**src/rtl/vm_console_ctrl.sv**
```systemverilog
// Text console controller for video memory port A: the CPU writes cells directly, and an engine
// runs clear-screen and scroll-up-one-row commands whenever the CPU leaves the port idle.
module vm_console_ctrl #(
    parameter int COLS = 32,
    parameter int ROWS = 30
) (
    input  logic        clk_50mhz,
    input  logic        rst,
    input  logic        cpu_we,
    input  logic [9:0]  cpu_addr,
    input  logic [7:0]  cpu_data,
    input  logic        cmd_clr,
    input  logic        cmd_scroll,
    input  logic [7:0]  fill_char,
    input  logic [7:0]  vm_dout,
    output logic        vm_we,
    output logic [11:0] vm_addr,
    output logic [7:0]  vm_din,
    output logic        busy,
    output logic        done
);

    localparam logic [9:0] LAST_CELL  = 10'(ROWS * COLS - 1);
    localparam logic [9:0] LAST_ROW   = 10'((ROWS - 1) * COLS);
    localparam logic [9:0] ROW_STRIDE = 10'(COLS);

    typedef enum logic [2:0] {
        IDLE,
        CLR,
        SC_RD,
        SC_LAT,
        SC_WR,
        SC_FILL
    } state_t;

    state_t      state_q, state_d;
    logic [9:0]  ptr_q, ptr_d;
    logic [9:0]  src_q, src_d;
    logic [7:0]  data_q, data_d;
    logic [7:0]  fill_q, fill_d;
    logic        done_q, done_d;

    logic        grant;
    logic        eng_we;
    logic [9:0]  eng_addr;
    logic [7:0]  eng_din;

    // The engine only owns the port in cycles the CPU is not writing.
    assign grant = ~cpu_we;

    always_ff @(posedge clk_50mhz or posedge rst) begin
        if (rst) begin
            state_q <= IDLE;
            ptr_q   <= '0;
            src_q   <= '0;
            data_q  <= '0;
            fill_q  <= '0;
            done_q  <= 1'b0;
        end else begin
            state_q <= state_d;
            ptr_q   <= ptr_d;
            src_q   <= src_d;
            data_q  <= data_d;
            fill_q  <= fill_d;
            done_q  <= done_d;
        end
    end

    always_comb begin
        state_d  = state_q;
        ptr_d    = ptr_q;
        src_d    = src_q;
        data_d   = data_q;
        fill_d   = fill_q;
        done_d   = 1'b0;
        eng_we   = 1'b0;
        eng_addr = '0;
        eng_din  = '0;

        case (state_q)
            IDLE: begin
                if (cmd_clr) begin
                    state_d = CLR;
                    ptr_d   = '0;
                    fill_d  = fill_char;
                end else if (cmd_scroll) begin
                    state_d = SC_RD;
                    src_d   = ROW_STRIDE;
                    fill_d  = fill_char;
                end
            end
            CLR: begin
                eng_we   = 1'b1;
                eng_addr = ptr_q;
                eng_din  = fill_q;
                if (grant) begin
                    if (ptr_q == LAST_CELL) begin
                        state_d = IDLE;
                        done_d  = 1'b1;
                    end else begin
                        ptr_d = ptr_q + 10'd1;
                    end
                end
            end
            SC_RD: begin
                eng_addr = src_q;
                if (grant) state_d = SC_LAT;
            end
            SC_LAT: begin
                // Read data belongs to the granted SC_RD cycle, so a CPU write now cannot disturb it.
                data_d  = vm_dout;
                state_d = SC_WR;
            end
            SC_WR: begin
                eng_we   = 1'b1;
                eng_addr = src_q - ROW_STRIDE;
                eng_din  = data_q;
                if (grant) begin
                    if (src_q == LAST_CELL) begin
                        state_d = SC_FILL;
                        ptr_d   = LAST_ROW;
                    end else begin
                        src_d   = src_q + 10'd1;
                        state_d = SC_RD;
                    end
                end
            end
            SC_FILL: begin
                eng_we   = 1'b1;
                eng_addr = ptr_q;
                eng_din  = fill_q;
                if (grant) begin
                    if (ptr_q == LAST_CELL) begin
                        state_d = IDLE;
                        done_d  = 1'b1;
                    end else begin
                        ptr_d = ptr_q + 10'd1;
                    end
                end
            end
            default: state_d = IDLE;
        endcase
    end

    // Reset also masks the write strobe so a CPU write cannot land while the block is held.
    assign vm_we   = ~rst & (cpu_we | eng_we);
    assign vm_addr = {2'b00, (cpu_we ? cpu_addr : eng_addr)};
    assign vm_din  = cpu_we ? cpu_data : eng_din;
    assign busy    = (state_q != IDLE);
    assign done    = done_q;

endmodule

```
**config.mk**
```make
export PLATFORM = sky130hd
export DESIGN_NAME = vm_console_ctrl
export DESIGN_NICKNAME = d
export VERILOG_FILES = /design/src/rtl/vm_console_ctrl.sv
export SDC_FILE = /design/constraint.sdc
export NUM_CORES = 1
export LEC_CHECK = 0
export CAP_MARGIN = 0
export CORE_MARGIN = 2
export CORE_UTILIZATION = 50
export DETAILED_ROUTE_END_ITERATION = 12
export GPL_TIMING_DRIVEN = 0
export PLACE_DENSITY = 0.89
export SETUP_SLACK_MARGIN = 0.5
export SLEW_MARGIN = 0
export SYNTH_ARGS = -nofsm -noshare
export SYNTH_HDL_FRONTEND = slang
export SYNTH_SLANG_ARGS = --single-unit
```
**constraint.sdc**
```tcl
create_clock -name clk_50mhz -period 2.4 [get_ports clk_50mhz]
set_input_delay 0.24 -clock clk_50mhz [delete_from_list [all_inputs] [get_ports clk_50mhz]]
set_output_delay 0.24 -clock clk_50mhz [all_outputs]
set_load 0.01 [all_outputs]
```
## Word level (Yosys, flattened, before mapping)

Index checks and enable logic that the tools add are counted.

- Word-level logic and storage cells: 70
- Bits in registers: 40
- Output and inout port bits: 23

- Muxes and demuxes: 29
- Bitwise gates (word level): 3
- Add/subtract/negate cells: 3
- Reductions and logical operators: 11
- Equal/unequal tests: 18

Operators with widths:

| cell | count |
|---|---|
| two-way mux 10 bit | 10 |
| case mux 10 bit (3 select lines) | 2 |
| two-way mux 8 bit | 3 |
| two-way mux 3 bit | 7 |
| adder 10 x 1 -> 10 bit (second input constant) | 2 |
| equality test 10 bit (second input constant) | 2 |
| case mux 10 bit (2 select lines) | 1 |
| != test 2 bit (second input constant) | 9 |
| case mux 8 bit (2 select lines) | 1 |
| case mux 3 bit (5 select lines) | 1 |
| AND reduction 5 bit | 2 |
| subtractor 10 x 6 -> 10 bit (second input constant) | 1 |
| equality test 3 x 2 -> 1 bit (second input constant) | 2 |
| equality test 3 bit (second input constant) | 2 |
| AND reduction 6 bit | 1 |
| nonzero test 3 bit | 2 |
| two-way mux 1 bit | 4 |
| nonzero test 2 bit | 2 |
| equality test 3 x 1 -> 1 bit (second input constant) | 1 |
| zero test 3 bit | 1 |
| != test 3 bit (second input constant) | 1 |
| OR reduction 3 bit | 1 |
| != test 2 x 1 -> 1 bit (second input constant) | 1 |
| AND reduction 2 bit | 1 |
| other kinds (4) | 4 |

## Depth between registers and ports, before layout

- Depth after elaboration: 5
- Mapped depth: 7
- Gate-level depth less buffers: 7

## Worst setup path before layout

No wires, ideal clock.

- Kind: register -> output
- Start: reg state_q[0]
- End: out vm_din[0]
- Data arrival time: 1.536 ns
- Stages on the path, launching flop included: 7
- Slack: 0.624 ns
- Buffers on the path: 3
- Required time: 2.160 ns
- Path through: dfrtp_1 -> buf_2 -> nor2b_1 -> buf_2 -> clkbuf_1 -> a22oi_1 -> o21ai_0

- Cells in the longest elaborated chain, start to end: 4

Ends and longest elaborated chain:

| element | line | RTL |
|---|---|---|
| start, declared | 36 | `state_t state_q, state_d;` |
| start signal, assigned | 60 | `state_q <= state_d;` |
| equality test 3 bit or equality test 3 x 1 -> 1 bit (tied branches) | 80 | `case (state_q)` |
| OR reduction 2 bit (no source line) | n/a |  |
| case mux 8 bit (2 select lines) * | 80 |  |
| two-way mux 8 bit * | 148 | `assign vm_din = cpu_we ? cpu_data : eng_din;` |
| end, declared | 18 | `output logic [7:0] vm_din,` |

Mark *: on every way between the ends. The rest lies on a longest branch, timed or not.

## Worst setup path after layout

- Start: reg state_q[2]
- End: reg state_q[0]

- Cells in the longest elaborated chain, start to end: 4

Ends and longest elaborated chain:

| element | line |
|---|---|
| equality test 3 bit or equality test 3 x 1 -> 1 bit (tied branches) | 80 |
| OR reduction 2 bit (no source line) | n/a |
| != test 2 x 1 -> 1 bit (no source line) or != test 2 bit (tied branches) | n/a |
| AND reduction 5 bit (no source line) | n/a |

Several ways; a longest one is shown, not always the timed one.
A chain may end at the register's enable or synchronous reset.

==> summary.md <==
The most instantiated flip-flop cell in the synthesis netlist is dfrtp_1. Count of TritonRoute iterations in the first routing pass: 5. Setup violations remaining at the end of the flow were counted as 0. The cell with the most instances after synthesis is o21ai_0. The worst reg2reg path depth is 8, and the worst path required time is 2.63 ns. The worst path in the final design needs a cycle of 2.052 ns, including I/O delays and setup.

After detailed routing, the number of vias per cell comes to 6.420. From synthesis to final layout, the design area changed by 60.45%. The final critical path takes up 85.49% of the cycle. Measured along the x axis, the die boundary spans 75.15 um.

The antenna diode count is 0. During synthesis, Yosys emitted a total of 0 warnings. The count of final max-slew check failures came out at 0. The tools report the synthesized cell area as 2531 um2. The global-route total usage across every layer came out at 32.60%. Routability-driven placement finished with a final weighted congestion of 0.9222. The run gives 9966 um as the total wire length after detailed routing. After detailed routing, the average wire length per cell comes to 21.03 um. The flow ran to the end, and the final reports show no timing, DRC or antenna violations.

The tree is rooted in a clkbuf_8. For the number of antenna violations at the first check in global routing, the log shows 0. The maximum fanout count along the critical path was 5. The run gives 0 as the final hold violation count. The critical path launch point type was a flop.

Entering global routing, the biggest net connects 41 pins. Synthesized flop and latch total: 40. In the routed design, unresolved DRC markers number 0. For the final total power, the log shows 4.213 mW.

The number of different library cells used by synthesis comes to 55. The tool flagged a number of max-cap violations equal to 0. The count of buffers inserted at the top-level ports is 59. By area the synthesized netlist is led by dfrtp_1 40%, o21ai_0 8.7%, mux2_2 7.6%. The run gives 2.531 mW as the cell-internal power. For the number of global-route vias before repair, the log shows 2929. The logs give 290 for the count of mapped cells out of synthesis and 52.55% for the initial core utilization. In this run switching power makes up 39.92% of total power. The clock passes through at most 2 buffers.

By startpoint and endpoint, the worst setup path is classified as flop to flop. Dividing total power by cell area gives a power density of 1037 nW/um2. The leftover overflow at the end of global routing was 0; the setup slack of the most critical reg-to-reg path was 0.35 ns.

The floorplan step defined a core boundary enclosing 4817 um2. The HPWL after detailed placement was 4760 um. In this run the vertical extent of the chip is 75.15 um. For this run, the register share of the synthesized area comes to 39.55%. Adding up every negative setup slack in the final design gives 0 ns.

The startpoint identified for the worst register-to-register timing path is state_q[2]. The clock tree synthesis step divided the H-tree into 2 levels. After the first detailed-routing iteration, the DRC count stood at 301. The average size of a mapped cell is 8.728 um2. IR analysis of the VDD net gives a maximum drop of 0.6796 mV.

The run gives 40 as the clock sink total. After synthesis, the most frequently instantiated cells are 44 x o21ai_0, 40 x dfrtp_1, 35 x nand2_1, 23 x nor2_1, 17 x mux2_2. The top cell type by area accounts for 39.55% of the synthesized area. The most crowded layer after global routing was met2. At the end of the flow, the number of nets in the layout was 449. The leakage power was 1.802 nW. In the global route stage, met2 resource usage came out at 55.26%. The run gives 0.30 ns as the later-pin clock latency in the skew report. In this run the core area contains 25 standard-cell rows.

The floorplan step defined a die boundary enclosing 5648 um2. In this run the tightest slew margin relative to its limit is 44.13%. The logs give 0 for the number of nets with antenna violations after detailed routing and 3043 for the total number of vias.

The first global-routing pass estimated 13820 um of wire. The clock arrives with 0.005851 ns of skew. For this design the total switching power over the nets is 1.682 mW. For the I/O pin total, the log shows 62. After clock tree synthesis, the clock-pin slew on the worst setup and hold paths is 0.09 ns. Met3 routing resource usage after global routing: 6.292%.

At the pin with the least slew margin, the transition time is 0.8369 ns. In this run, the clock network consumes 13.6% of the power. Setup repair after global routing could not meet its margin everywhere. The worst register-to-register path ends at state_q[0]. TritonCTS built the clock tree. The global routing met1 resource utilization came out at 38.87%. The tools report the maximum frequency from static timing analysis as 0.4874 GHz.

The power share of the sequential group is 25.8%. The number of fill cells in the layout is 266, and the arrival time at the worst endpoint is 2.28 ns. The worst setup path is captured at a flop.

Share of total power in combinational logic: 60.6%. Summed over all instances, the cell type with the most area after synthesis is dfrtp_1. For this run, asynchronously set or reset flops after synthesis account for 100.0%. Number of flops mapped to enable cells by yosys: 0. The run gives 5 as the number of CTS-inserted buffers. Of the cells placed in the final design, the portion with a size suffix greater than 1 is 42.01%.

The path class of the lowest-slack min-delay path was input pin to async pin.
[worst max-delay path: stages (launching register included)]
cell and delay (ns):
dfrtp_1 0.42, buf_6 0.15, buf_4 0.13, buf_6 0.12, nor2_4 0.11, mux2i_1 0.27, o32ai_2 0.11, or4_1 0.50
o21ai_1 0.18
[sequential cells by signal (all words and copies together), names as in the netlist]
name     count
state_q      3
done         1
ptr_q       10
data_q       8
fill_q       8
src_q       10
[layout by cell type, fill, tap and decap left out, types with 4 or more instances in the layout]
cell,n
clkbuf_8,6
clkbuf_2,4
clkbuf_4,4
buf_6,10
mux2_2,17
nor3b_4,4
o21ai_2,4
buf_2,18
dfrtp_1,37
nand2_1,32
a21oi_1,9
buf_4,43
a22oi_2,12
clkdlybuf4s50_1,39
o21ai_0,19
nand3_1,7
nor2_1,19
o21ai_1,27
[logic make-up after synthesis]
family / after synthesis / synth area share, %
DFF: 40 / 39.55
AOI/OAI and AO/OA: 95 / 23.23
and+or+nand+nor: 104 / 21.35
xor gates and xnor gates: 5 / 1.730
muxes: 18 / 7.958
adders and majority gates: 4 / 1.977
buffers and inverters: 23 / 4.053
other: 1 / 0.1482
[what timing repair did]
action | CTS | global route
gates resized for setup | 151 | 57
endpoints found under the setup margin | 57 | 39
gates cloned | 1 | 2
setup buffers | 28 | 18
hold buffers | 0 | 0
hold endpoints to repair | 0 | 0
pin swaps | 12 | 22
[power by group through the flow]
stage               Clock [mW]  Sequential, mW  Combinational (mW)
floorplan                    0            1.03               0.942
CTS                      0.561            1.06                1.99
global route             0.597            1.10                2.66
detailed placement           0            1.09                1.36
finish                   0.572            1.09                2.55
global placement             0            1.07                1.32
[cell type report]
cell class                      count  area [um2]  area share, %
Buffer                             18       185.2          4.559
Clock buffer                        5       68.82          1.694
Clock inverter                      3       42.54          1.047
Inverter                            5       18.77         0.4621
Multi-Input combinational cell    228        1755          43.22
Sequential cell                    40        1005          24.74
Tap cell                           67       83.83          2.064
Timing Repair Buffer              108       902.1          22.21
[metrics by stage]
| step | cells | util [%] | worst slack, ns | instance area [um2] | hold slack, ns |
|---|---|---|---|---|---|
| final | 474 | 84.31 | 0.3482 | 4061 | 0.4574 |
| after global routing | 474 | 84.31 | 0.2923 | 4061 | 0.5482 |
| after CTS | 454 | 78.23 | 0.3892 | 3769 | 0.4892 |
| after detailed placement | 417 | 66.62 | -0.1688 | 3209 | 0.4992 |
| after global placement | 417 | 66.62 | -0.1995 | 3209 | 0.4884 |
| after floorplan | 291 | - | 0.6245 | 2535 | 0.3906 |
[layer usage]
layer | up-vias | share of wire [%] | wire length [um]
li1 | 1288 | - | -
met5 | - | 0 | 0
met3 | 71 | 7.8 | 774
met2 | 244 | 50 | 4946
met4 | 0 | 6.2 | 617
met1 | 1440 | 36 | 3628
[how the worst max path moves through the flow]
stage	start	end	depth (start not counted)
after detailed placement	cpu_we	vm_addr[6]	6
after CTS	state_q[1]	vm_addr[7]	7
after global placement	cpu_we	vm_din[7]	6
after floorplan	state_q[0]	vm_din[0]	6
final	state_q[2]	state_q[0]	8
after global routing	src_q[6]	vm_addr[7]	8
No activity file was read; power rests on OpenSTA's default activity.
